### src/rtl/string_uart_tx_if.sv
// Host-side string transmitter bus: start/string request plus the serial line and status.
interface string_uart_tx_if #(
   parameter int NCHARS    = 11,
   parameter int CHAR_BITS = 7
);
   logic                          start;
   logic [0:NCHARS*CHAR_BITS-1]   String;
   logic                          txd;
   logic                          busy;
   logic                          done;
   logic [3:0]                    char_idx;

   modport master (output start, String, input txd, busy, done, char_idx);
   modport slave  (input start, String, output txd, busy, done, char_idx);
endinterface

### src/rtl/string_uart_tx.sv
// Sends a latched NCHARS x CHAR_BITS string as back-to-back UART frames (8N1).
// Define STRING_UART_TX_PARITY_EN to add an even-parity bit (11-bit frames).
module string_uart_tx #(
   parameter int CLK_FREQ  = 50000000,
   parameter int BAUD      = 9600,
   parameter int NCHARS    = 11,
   parameter int CHAR_BITS = 7
) (
   input  logic              clk,
   input  logic              reset,
   string_uart_tx_if.slave   bus
);
   localparam int CPB = CLK_FREQ / BAUD;
   localparam int CW  = (CPB > 1) ? $clog2(CPB) : 1;

`ifdef STRING_UART_TX_PARITY_EN
   typedef enum logic [2:0] {IDLE, START, DATA, PARITY, STOP} state_t;
`else
   typedef enum logic [2:0] {IDLE, START, DATA, STOP} state_t;
`endif

   state_t                      state, state_n;
   logic [CW-1:0]               baud_cnt;
   logic [2:0]                  bit_cnt;
   logic [3:0]                  char_idx;
   logic                        done_q, done_n;
   logic [0:NCHARS*CHAR_BITS-1] shadow;
   logic [CHAR_BITS-1:0]        cur_char;
   logic [7:0]                  cur_byte;
   logic                        tick, last, txd_c;

   assign tick = (baud_cnt == CW'(CPB - 1));
   assign last = (char_idx == 4'(NCHARS - 1));

   // Lowest string index lands in the MSB of the character; upper byte bits stay zero.
   always_comb begin
      cur_char = shadow[int'(char_idx)*CHAR_BITS +: CHAR_BITS];
      cur_byte = 8'(cur_char);
   end

   always_ff @(posedge clk) begin
      if (reset) begin
         state    <= IDLE;
         baud_cnt <= '0;
         bit_cnt  <= '0;
         char_idx <= '0;
         done_q   <= 1'b0;
         shadow   <= '0;
      end else begin
         state  <= state_n;
         done_q <= done_n;
         if (state == IDLE) begin
            baud_cnt <= '0;
            bit_cnt  <= '0;
            if (bus.start) begin
               shadow   <= bus.String;
               char_idx <= '0;
            end
         end else begin
            baud_cnt <= tick ? '0 : baud_cnt + 1'b1;
            if (tick && state == DATA) bit_cnt <= bit_cnt + 3'd1;
            if (tick && state == STOP) char_idx <= last ? 4'd0 : char_idx + 4'd1;
         end
      end
   end

   always_comb begin
      state_n = state;
      done_n  = 1'b0;
      case (state)
         IDLE:   if (bus.start) state_n = START;
         START:  if (tick) state_n = DATA;
         DATA:
            if (tick && bit_cnt == 3'd7) begin
`ifdef STRING_UART_TX_PARITY_EN
               state_n = PARITY;
`else
               state_n = STOP;
`endif
            end
`ifdef STRING_UART_TX_PARITY_EN
         PARITY: if (tick) state_n = STOP;
`endif
         STOP:
            if (tick) begin
               // Next frame starts immediately; only the last one returns to idle.
               if (last) begin
                  state_n = IDLE;
                  done_n  = 1'b1;
               end else begin
                  state_n = START;
               end
            end
         default: state_n = IDLE;
      endcase
   end

   always_comb begin
      txd_c = 1'b1;
      case (state)
         START:  txd_c = 1'b0;
         DATA:   txd_c = cur_byte[bit_cnt];
`ifdef STRING_UART_TX_PARITY_EN
         PARITY: txd_c = ^cur_byte;
`endif
         default: txd_c = 1'b1;
      endcase
   end

   assign bus.txd      = txd_c;
   assign bus.busy     = (state != IDLE);
   assign bus.done     = done_q;
   assign bus.char_idx = char_idx;
endmodule

### src/flat_wrapper.sv
// flat-port wrapper written by rule: the top's interface ports become plain ports
module string_uart_tx_flat 
#(
   parameter int CLK_FREQ  = 50000000,
   parameter int BAUD      = 9600,
   parameter int NCHARS    = 11,
   parameter int CHAR_BITS = 7
)
  (clk, reset, bus_start, bus_String, bus_txd, bus_busy, bus_done, bus_char_idx);
  string_uart_tx_if #(.NCHARS(NCHARS), .CHAR_BITS(CHAR_BITS)) bus_i ();
  input  logic clk;
  input  logic reset;
  input wire logic [$bits(bus_i.start)-1:0] bus_start;
  input wire logic [$bits(bus_i.String)-1:0] bus_String;
  output wire logic [$bits(bus_i.txd)-1:0] bus_txd;
  output wire logic [$bits(bus_i.busy)-1:0] bus_busy;
  output wire logic [$bits(bus_i.done)-1:0] bus_done;
  output wire logic [$bits(bus_i.char_idx)-1:0] bus_char_idx;
  assign bus_i.start = bus_start;
  assign bus_i.String = bus_String;
  assign bus_txd = bus_i.txd;
  assign bus_busy = bus_i.busy;
  assign bus_done = bus_i.done;
  assign bus_char_idx = bus_i.char_idx;
  string_uart_tx #(.CLK_FREQ(CLK_FREQ), .BAUD(BAUD), .NCHARS(NCHARS), .CHAR_BITS(CHAR_BITS)) u_core (.clk(clk), .reset(reset), .bus(bus_i));
endmodule
### config.mk
export PLATFORM = sky130hd
export DESIGN_NAME = string_uart_tx_flat
export DESIGN_NICKNAME = d
export VERILOG_FILES = /design/src/rtl/string_uart_tx_if.sv /design/src/rtl/string_uart_tx.sv /design/src/flat_wrapper.sv
export SDC_FILE = /design/constraint.sdc
export NUM_CORES = 1
export LEC_CHECK = 0
export ABC_AREA = 1
export CAP_MARGIN = 25
export CELL_PAD_IN_SITES_DETAIL_PLACEMENT = 1
export CELL_PAD_IN_SITES_GLOBAL_PLACEMENT = 2
export CORE_ASPECT_RATIO = 1.25
export CORE_MARGIN = 2
export CORE_UTILIZATION = 32
export DETAILED_ROUTE_END_ITERATION = 8
export GPL_ROUTABILITY_DRIVEN = 1
export PLACE_DENSITY_LB_ADDON = 0.15
export RECOVER_POWER = 50
export SYNTH_ARGS = -nofsm -noshare
export SYNTH_HDL_FRONTEND = slang
export SYNTH_SLANG_ARGS = --single-unit
### constraint.sdc
create_clock -name clk -period 7.9 [get_ports clk]
set_clock_uncertainty 0.15 [all_clocks]
set_input_delay 1.185 -clock clk [delete_from_list [all_inputs] [get_ports clk]]
set_output_delay 1.185 -clock clk [all_outputs]
set_load 0.01 [all_outputs]
==> metrics.txt, run 1 <==
status=finished clean; most frequent cell after synthesis=nand2_1; Top Metal Used=met4; Die ar.=23300 µm²; chip height=170 µm; Boundary Pins=87; Vias/cell=5.14; Total GRT Usage=21.3%; H-Tree Level Count=3; Rows=60; Sink Count=100; relative slew slack=8.58%; Yosys top cell area share=28.3%; clock latency on the worst-skew pair=360 ps; complex-gate fraction of the synthesized area=11.5%; RSZ-0062 raised after global routing=no; max-cap viol count=0; largest family of logic cells by synthesized area=simple AND/OR/NAND/NOR gates; Routed WL=23.8 mm; xor/xnor cell area share of the yosys netlist=0.601%; Synth Register Bits=100; Final Cell Area=8270 µm²; hpwl dp=17.4 mm; crit path DAT=5350 ps; Least-Margin Pin Slew=1370 ps; Antenna diodes=0; CP max-delay cell=dfxtp_2; area leader, netlist=dfxtp_1; Setup TNS=0 ps; number of buffers created by CTS=9; DR WL met3=696 µm; placed insts=1498; DRT met1 WL=11.6 mm; Fin. Hold Viols=0; met2 wire len=11.2 mm; Final period util=84.7%; fraction of layout cells with a size suffix above 1=2.91%; syn nets=1300; CTS tree=done; CP dominant cell by count=nand2_1; Worst setup EP type=output pin; Post-synth EDFFs=0; CP top delay family=buffers and inverters; GP Congestion=0.938; Yosys cell types=38; final setup fails=0; final antenna-violating net count=0; most common library cells after synthesis=nand2_1 (313), nand3_1 (274), nor2_1 (180); # hold bufs at CTS=0; Yosys warning total=0; initial antenna violation count=0; WP buf/inv=4; Lkg Pwr=3.38 nW; CP Class=flop to output pin; Initial Util=32.8%; FMAX=149 MHz; Cells after Synth=1201; Finished Layout Cells=1514; Longest Clk Path Bufs=2; Setup Buffers After CTS=0; post-CTS sizing=0; number of buffers added on ports=86; post-DR wirelength/cell=15.8 µm; minimum clock period=6690 ps; DR pass1 iterations=4; area share of fa/ha/maj cells after synthesis=3.78%; Final WS setup=1210 ps; CP max FO=71; post-synthesis average cell area=5.90 µm²; vias in the first global route=7764; CP Data Required Time=6570 ps; via count=7788; P per Cell Area=215 nW/µm²; mapped cell area=7080 µm²; Simple-Gate Fraction of Synth Area=47.6%; Startpoint Class=flop; synth top area cells=dfxtp_1 (28%), nand3_1 (19%), nand2_1 (17%), nor2_1 (9.5%), o21ai_0 (6.4%); VDD IR max=0.110 mV; Hold Crit Class=flop to flop; Final nets=1330; DR iter-0 viols=415; largest net degree at the start of global routing=87; ys async rst share=0%; Place WS=1610 ps; Critical Path Max Stage Delay=900 ps; Final Core Density=38.2%; area growth from synthesis to layout=16.7%; first-pass GRT wire length=39.7 mm; critical path, cell by cell=inv_4 > ha_2 > inv_2 > nor2_2 > inv_1 > nor2_1 > nor2_1 > nand2_1 > nand3_1 > nand2_1 > nand2_1 > nand2_1 > nand3_1 > nand3_1 > nand3_1 > nand2_1 > nand2_1 > nand2_1 > clkdlybuf4s50_1; Main synth FF type=dfxtp_1; Post-route DRC=0; Seq/Total Area, Yosys=28.3%; mux contribution to synthesized area=0%; placed cell area=7990 µm²; Die X-Extent=137 µm; core box area=21600 µm²; Clock Tree Root=clkbuf_16; Overflow after GRT=0; clock transition at the registers of the reported paths=70 ps; Slew Limit Fails=0
[routing by layer]
| metal | vias to the layer above | GRT usage (%) |
|---|---|---|
| li1 | 4029 | - |
| met1 | 3630 | 28.4 |
| met2 | 104 | 35.7 |
| met3 | 25 | 2.71 |
| met4 | 0 | 6.10 |
| met5 | - | 0 |
[worst register-to-register path, delay by kind of cell, from the launching register on]
family	cells	cell delay (ps)
AOI/OAI and AO/OA	1	70
and+or+nand+nor	1	120
buffers and inverters	3	1310
adders and majority gates	1	980
DFF	1	900
[final timing paths]
| kind | from | end | slack [ps] | cells after the start |
|---|---|---|---|---|
| hold reg to reg | u_core.shadow[14]$_SDFFE_PP0P_ | u_core.shadow[14]$_SDFFE_PP0P_ | 330 | 2 |
| setup reg to reg | u_core.bus.char_idx[0]$_SDFFE_PP0P_ | u_core.bus.char_idx[1]$_SDFFE_PP0P_ | 4260 | 6 |
| setup / recovery | u_core.bus.char_idx[0]$_SDFFE_PP0P_ | bus_txd | 1210 | 19 |
| hold / removal | u_core.shadow[14]$_SDFFE_PP0P_ | u_core.shadow[14]$_SDFFE_PP0P_ | 330 | 2 |
[kinds of logic (layout without fill, tap and decap cells)]
family | Yosys count | in the layout
buffers and inverters | 131 | 165
flip-flops | 100 | 100
adder cells (fa/ha/maj) | 19 | 19
AO/OA/AOI/OAI | 157 | 157
XOR/XNOR | 4 | 4
AND/OR/NAND/NOR | 790 | 790
[per-stage QoR]
stage / hold slack, ps / power, mW
after CTS: 325 / 1.81
after global routing: 361 / 1.95
final: 328 / 1.78
after global placement: 307 / 1.37
after floorplan: 292 / 1.16
after detailed placement: 315 / 1.38
[cells in the final DEF (no fill, tap or decap), drive strengths merged, types with 2 or more instances in the layout]
cell,instances
a21oi,47
a31oi,2
buf,8
clkbuf,13
clkdlybuf4s50,84
clkinv,2
clkinvlp,2
dfxtp,100
dlygate4sd3,2
fa,4
ha,15
inv,54
nand2,313
nand3,274
nand4,6
nor2,182
nor3,4
nor3b,2
nor4,4
o211ai,4
o21ai,101
or2,2
xor2,3
[sequential cells by signal (all words and copies together), names as in the netlist]
| signal | flops |
|---|---|
| u_core.shadow | 77 |
| u_core.baud_cnt | 13 |
| u_core.bus.char_idx | 4 |
| u_core.bit_cnt | 3 |
| u_core.state | 2 |
| u_core.bus.done | 1 |
[final cells by class]
type / count / area [µm²]
clock inverter: 3 / 23.8
inverter: 55 / 209
clock buffer: 12 / 246
sequential: 100 / 2000
fill: 2916 / 13400
timing repair buffer: 95 / 937
multi-input combinational: 970 / 4500
tap: 279 / 349
[report_power, final]
| group | total [mW] | switching, mW | internal (mW) |
|---|---|---|---|
| Sequential | 0.724 | 0.0988 | 0.626 |
| Clock | 0.418 | 0.197 | 0.221 |
| Combinational | 0.637 | 0.390 | 0.247 |
Power figures use the tool's default switching activity.
==> inputs of run 2 (changes only) <==
--- a/config.mk
+++ b/config.mk
@@ -11,7 +11,7 @@
 export CELL_PAD_IN_SITES_GLOBAL_PLACEMENT = 2
 export CORE_ASPECT_RATIO = 1.25
 export CORE_MARGIN = 2
-export CORE_UTILIZATION = 32
+export CORE_UTILIZATION = 30
 export DETAILED_ROUTE_END_ITERATION = 8
 export GPL_ROUTABILITY_DRIVEN = 1
 export PLACE_DENSITY_LB_ADDON = 0.15
==> constraint.sdc (replaced) <==
create_clock -name clk -period 6.79 [get_ports clk]
set_clock_uncertainty 0.15 [all_clocks]
set_input_delay 1.0185 -clock clk [delete_from_list [all_inputs] [get_ports clk]]
set_output_delay 1.0185 -clock clk [all_outputs]
set_load 0.01 [all_outputs]
==> run 2 against run 1 <==
Compared with the run above: non-clock buffer count is 3 higher; sequential power grew 16%; highest routed layer unchanged; largest power group unchanged; critical endpoint unchanged; combinational power is 17% higher.
==> metrics.txt, run 2 (synthesized netlist as in run 1, its figures left out) <==
Die X-Extent=141 µm (was 137 µm); number of buffers created by CTS=9 (unchanged); Sink Count=100 (unchanged); Setup TNS=0 ps (unchanged); placed cell area=8010 µm² (was 7990 µm²); Initial Util=30.6% (was 32.8%); CP Class=flop to output pin (unchanged); DR pass1 iterations=4 (unchanged); initial antenna violation count=0 (unchanged); crit path DAT=4630 ps (was 5350 ps); Overflow after GRT=0 (unchanged); Final Core Density=36.0% (was 38.2%); final antenna-violating net count=0 (unchanged); hold_ws=331 ps (was 328 ps); Top reg by flops=u_core.shadow (unchanged); core box area=23100 µm² (was 21600 µm²); Worst setup EP type=output pin (unchanged); minimum clock period=5800 ps; Final period util=85.5%; P per Cell Area=256 nW/µm² (was 215 nW/µm²); max FFs per register=77 (unchanged); Longest Clk Path Bufs=2 (unchanged); Setup Buffers After CTS=0 (unchanged); CP max FO=44 (was 71); Vias/cell=5.13 (was 5.14); relative slew slack=7.54% (was 8.58%); post-DR wirelength/cell=16.1 µm (was 15.8 µm); fraction of layout cells with a size suffix above 1=3.39% (was 2.91%); area growth from synthesis to layout=17.5% (was 16.7%); Lkg Pwr=3.41 nW (was 3.38 nW); Boundary Pins=87 (unchanged); Antenna diodes=0 (unchanged); Hold Crit Class=flop to flop (unchanged); via count=7840 (was 7788); Least-Margin Pin Slew=1390 ps (was 1370 ps); clock latency on the worst-skew pair=370 ps (was 360 ps); max-cap viol count=0 (unchanged); clock transition at the registers of the reported paths=80 ps (was 70 ps); H-Tree Level Count=3 (unchanged); final setup fails=0 (unchanged); RSZ-0062 raised after global routing=no (unchanged); Routed WL=24.6 mm (was 23.8 mm); status=finished clean (unchanged); GP Congestion=0.885 (was 0.938); FMAX=172 MHz; most common cell after layout, fill and taps aside=nand2_1 (unchanged); hpwl dp=18.5 mm (was 17.4 mm); Slew Limit Fails=0 (unchanged); Fin. Hold Viols=0 (unchanged); Startpoint Class=flop (unchanged); Regs by FF count=u_core.shadow x77, u_core.baud_cnt x13, u_core.bus.char_idx x4 (unchanged); largest net degree at the start of global routing=87 (unchanged); Rows=62 (was 60); CTS tree=done (unchanged); DR iter-0 viols=393 (was 415); # hold bufs at CTS=0 (unchanged); Post-route DRC=0 (unchanged); VDD IR max=0.117 mV (was 0.110 mV); Final Cell Area=8330 µm² (was 8270 µm²); number of buffers added on ports=86 (unchanged); vias in the first global route=7970 (was 7764); Total GRT Usage=20.3% (was 21.3%); CP Data Required Time=5620 ps (was 6570 ps); post-CTS sizing=0 (unchanged); Die ar.=24900 µm² (was 23300 µm²); most frequent cells in the layout=nand2_1 (312), nand3_1 (274), nor2_1 (180) (unchanged); chip height=176 µm (was 170 µm); Clock Tree Root=clkbuf_16 (unchanged); fill count=3108 (was 2916); first-pass GRT wire length=41.1 mm (was 39.7 mm); Final nets=1333 (was 1330)
==> run 2: per-stage QoR <==
| stage | setup slack, ps | total power [mW] | cells |
|---|---|---|---|
| floorplan | 2700 | 1.35 | 1201 |
| global placement | 1450 | 1.60 | 1510 |
| detailed placement | 1350 | 1.61 | 1510 |
| CTS | 923 | 2.17 | 1526 |
| global route | 602 | 2.33 | 1527 |
| finish | 988 | 2.13 | 1527 |
==> run 2: critical path, cell delays in order (launching register included) <==
cell	delay [ps]
dfxtp_2	400
buf_4	420
ha_1	280
ha_1	180
inv_1	60
fa_1	750
inv_2	230
nor2_4	400
nand3_1	140
and3_1	180
nand2_1	60
nand3_1	80
nand3_1	80
nand3_1	70
nand2_1	70
nand3_1	60
nand2_1	110
nand2_1	60
nand2_1	100
clkdlybuf4s50_1	540
==> run 2: metal layers <==
metal  track usage [%]  share of wire (%)  vias to the layer above
li1                  -                  -                     4027
met1              27.0                 49                     3666
met2              34.6                 46                      115
met3              2.24                2.9                       32
met4              5.92                1.9                        0
met5                 0                  0                        -
==> run 2: final cells by class <==
cell class / instances / area, µm² / area share [%]
clock buffer: 9 / 225 / 2.71
clock inverter: 7 / 82.6 / 0.992
inverter: 55 / 209 / 2.51
multi-input combinational: 970 / 4500 / 54.0
sequential: 100 / 2000 / 24.1
tap: 288 / 360 / 4.33
timing repair buffer: 98 / 947 / 11.4
==> run 2: worst paths after layout <==
check	from	end	slack (ps)	cells after the start
min reg2reg	u_core.baud_cnt[0]$_SDFF_PP0_	u_core.baud_cnt[0]$_SDFF_PP0_	330	1
max reg2reg	u_core.bus.char_idx[1]$_SDFFE_PP0P_	u_core.bus.char_idx[1]$_SDFFE_PP0P_	4160	5
min	u_core.baud_cnt[0]$_SDFF_PP0_	u_core.baud_cnt[0]$_SDFF_PP0_	330	1
max	u_core.bus.char_idx[0]$_SDFFE_PP0P_	bus_txd	990	19
==> run 2: power by group <==
| part | internal (mW) | leakage, nW | switching (mW) | total, mW |
|---|---|---|---|---|
| sequential | 0.727 | 0.824 | 0.113 | 0.841 |
| clock | 0.293 | 0.150 | 0.253 | 0.545 |
| combinational | 0.282 | 2.44 | 0.461 | 0.744 |
==> edit (settings of run 2) <==
Encoding of `state_t`: now Gray code (2 bits for 4 states).
--- a/src/rtl/string_uart_tx.sv
+++ b/src/rtl/string_uart_tx.sv
@@ -16,7 +16,7 @@
 `ifdef STRING_UART_TX_PARITY_EN
    typedef enum logic [2:0] {IDLE, START, DATA, PARITY, STOP} state_t;
 `else
-   typedef enum logic [2:0] {IDLE, START, DATA, STOP} state_t;
+   typedef enum logic [1:0] {IDLE = 2'b00, START = 2'b01, DATA = 2'b11, STOP = 2'b10} state_t;
 `endif
 
    state_t                      state, state_n;
Formal check against the unedited RTL: same outputs for any inputs over 10 cycles, from zero or initial values and one cycle with reset high; not proved beyond that.
==> edit against run 2 <==
- the run now ends with capacitance limit, slew limit left
- sequential power is 21% lower
- synthesized cell count increased by 2.8%
- synthesized area down 0.48%
- critical path type unchanged
- largest power group is now combinational cells
- routed wire length down 2.2%
- register-to-register slack gained 330 ps
- final area rose by 0.65%
- worst setup slack better by 89 ps
- highest routed layer unchanged
- final cell count rose by 2.6%
- sequential share of layout area is 0.15 points lower
- critical endpoint unchanged
- sequential cell count unchanged
- power fell by 11%
==> edit: results (changes against run 2) <==
status: finished with violations (was complete, no violations)
failing checks: capacitance limit, slew limit
fin. max-slew vios: 50 (was 0)
Critical Path Fanout Max: 17 (was 44)
Initial DRC Count: 413 (was 393)
WP data arrival: 4540 ps (was 4630 ps)
met2 wire len: 11.7 mm (was 11.4 mm)
syn_nets: 1330 (was 1300)
met2 Usage GRT: 0.360 (was 0.346)
Least-Margin Pin Slew: 1590 ps (was 1390 ps)
share of cells above drive strength 1: 0.0305 (was 0.0339)
top post-synthesis cells by count: nand2_1, nand3_1, nor2_1 (unchanged)
number of distinct library cells after synthesis: 31 (was 38)
placed inst area: 8040 um2 (was 8010 um2)
Switch Pwr: 760 uW (was 828 uW)
largest net degree at the start of global routing: 81 (was 87)
critical path's slowest cell: nor2_2 (was fa_1)
Reg power frac: 0.350 (was 0.395)
cell total after placement: 1547 (was 1510)
met3 wire len: 654 um (was 719 um)
r2r setup slk: 4490 ps (was 4160 ps)
final non-filler cell total: 1566 (was 1527)
top post-synthesis cells by area: dfxtp_1, nand2_1, nand3_1 (was dfxtp_1, nand3_1, nand2_1)
ant diodes: 0 (unchanged)
vias per inst: 5.02 (was 5.13)
Avg Synthesized Cell Area: 5.71 um2 (was 5.90 um2)
Reg2Reg Depth: 7 (was 5)
Util after Layout: 0.364 (was 0.360)
first-pass GRT wire length: 40.5 mm (was 41.1 mm)
hold depth: 2 (was 1)
vias in the first global route: 7983 (was 7970)
total chip power: 1900 uW (was 2130 uW)
crit path launch: u_core.bus.char_idx[1] (was u_core.bus.char_idx[0])
max-cap violation count: 1 (was 0)
routability cong.: 0.850 (was 0.885)
drt wl/cell: 15.3 um (was 16.1 um)
nets: 1368 (was 1333)
Leak: 0.00365 uW (was 0.00341 uW)
worst hold margin: 322 ps (was 331 ps)
fillers: 3074 (was 3108)
worst stage delay on the critical path: 650 ps (was 750 ps)
VDD IR max: 0.000120 V (was 0.000117 V)
dpl ws: 1470 ps (was 1350 ps)
met3 Resource Use GR: 0.0254 (was 0.0224)
Seq/Total Area, Yosys: 0.284 (was 0.283)
top power consumer group: combinational cells (was sequential cells)
hold wc startpoint: u_core.shadow[70] (was u_core.baud_cnt[0])
first-pass iteration count of the detailed router: 5 (was 4)
detailed-placement wirelength estimate: 17.7 mm (was 18.5 mm)
met1 wire length: 11.4 mm (was 12.0 mm)
WHS Endpoint: u_core.shadow[70] (was u_core.baud_cnt[0])
GR Util met1: 0.254 (was 0.270)
final period utilization: 0.841 (was 0.855)
Total Routing Usage GR: 0.201 (was 0.203)
combinational share of power: 0.370 (was 0.349)
## edit: cell types whose count changed in the layout (fill, tap and decap cells not counted), moves of 4 or more
cell | run 2 | this run
nor4_1 | 4 | 0
ha_1 | 14 | 10
inv_1 | 48 | 59
o21ai_1 | 11 | 4
nand3_1 | 274 | 214
nand2_1 | 312 | 396
o21ai_0 | 90 | 101
## edit: cells by family (layout without fill, tap and decap cells)
| group | Yosys count | in the layout | share of synthesized area |
|---|---|---|---|
| flip-flops | 100 | 100 | 0.284 |
| buffers and inverters | 140 | 183 | 0.0840 |
| AND/OR/NAND/NOR | 812 | 812 | 0.476 |
| adder cells (fa/ha/maj) | 15 | 15 | 0.0309 |
| XOR/XNOR | 3 | 3 | 0.00373 |
| AO/OA/AOI/OAI | 165 | 165 | 0.121 |
## edit: layout make-up
cell class / count / share of cell area
clock buffer: 9 / 0.0269
timing repair buffer: 103 / 0.121
inverter: 64 / 0.0287
sequential: 100 / 0.239
clock inverter: 7 / 0.00866
tap: 288 / 0.0430
multi-input combinational: 995 / 0.532
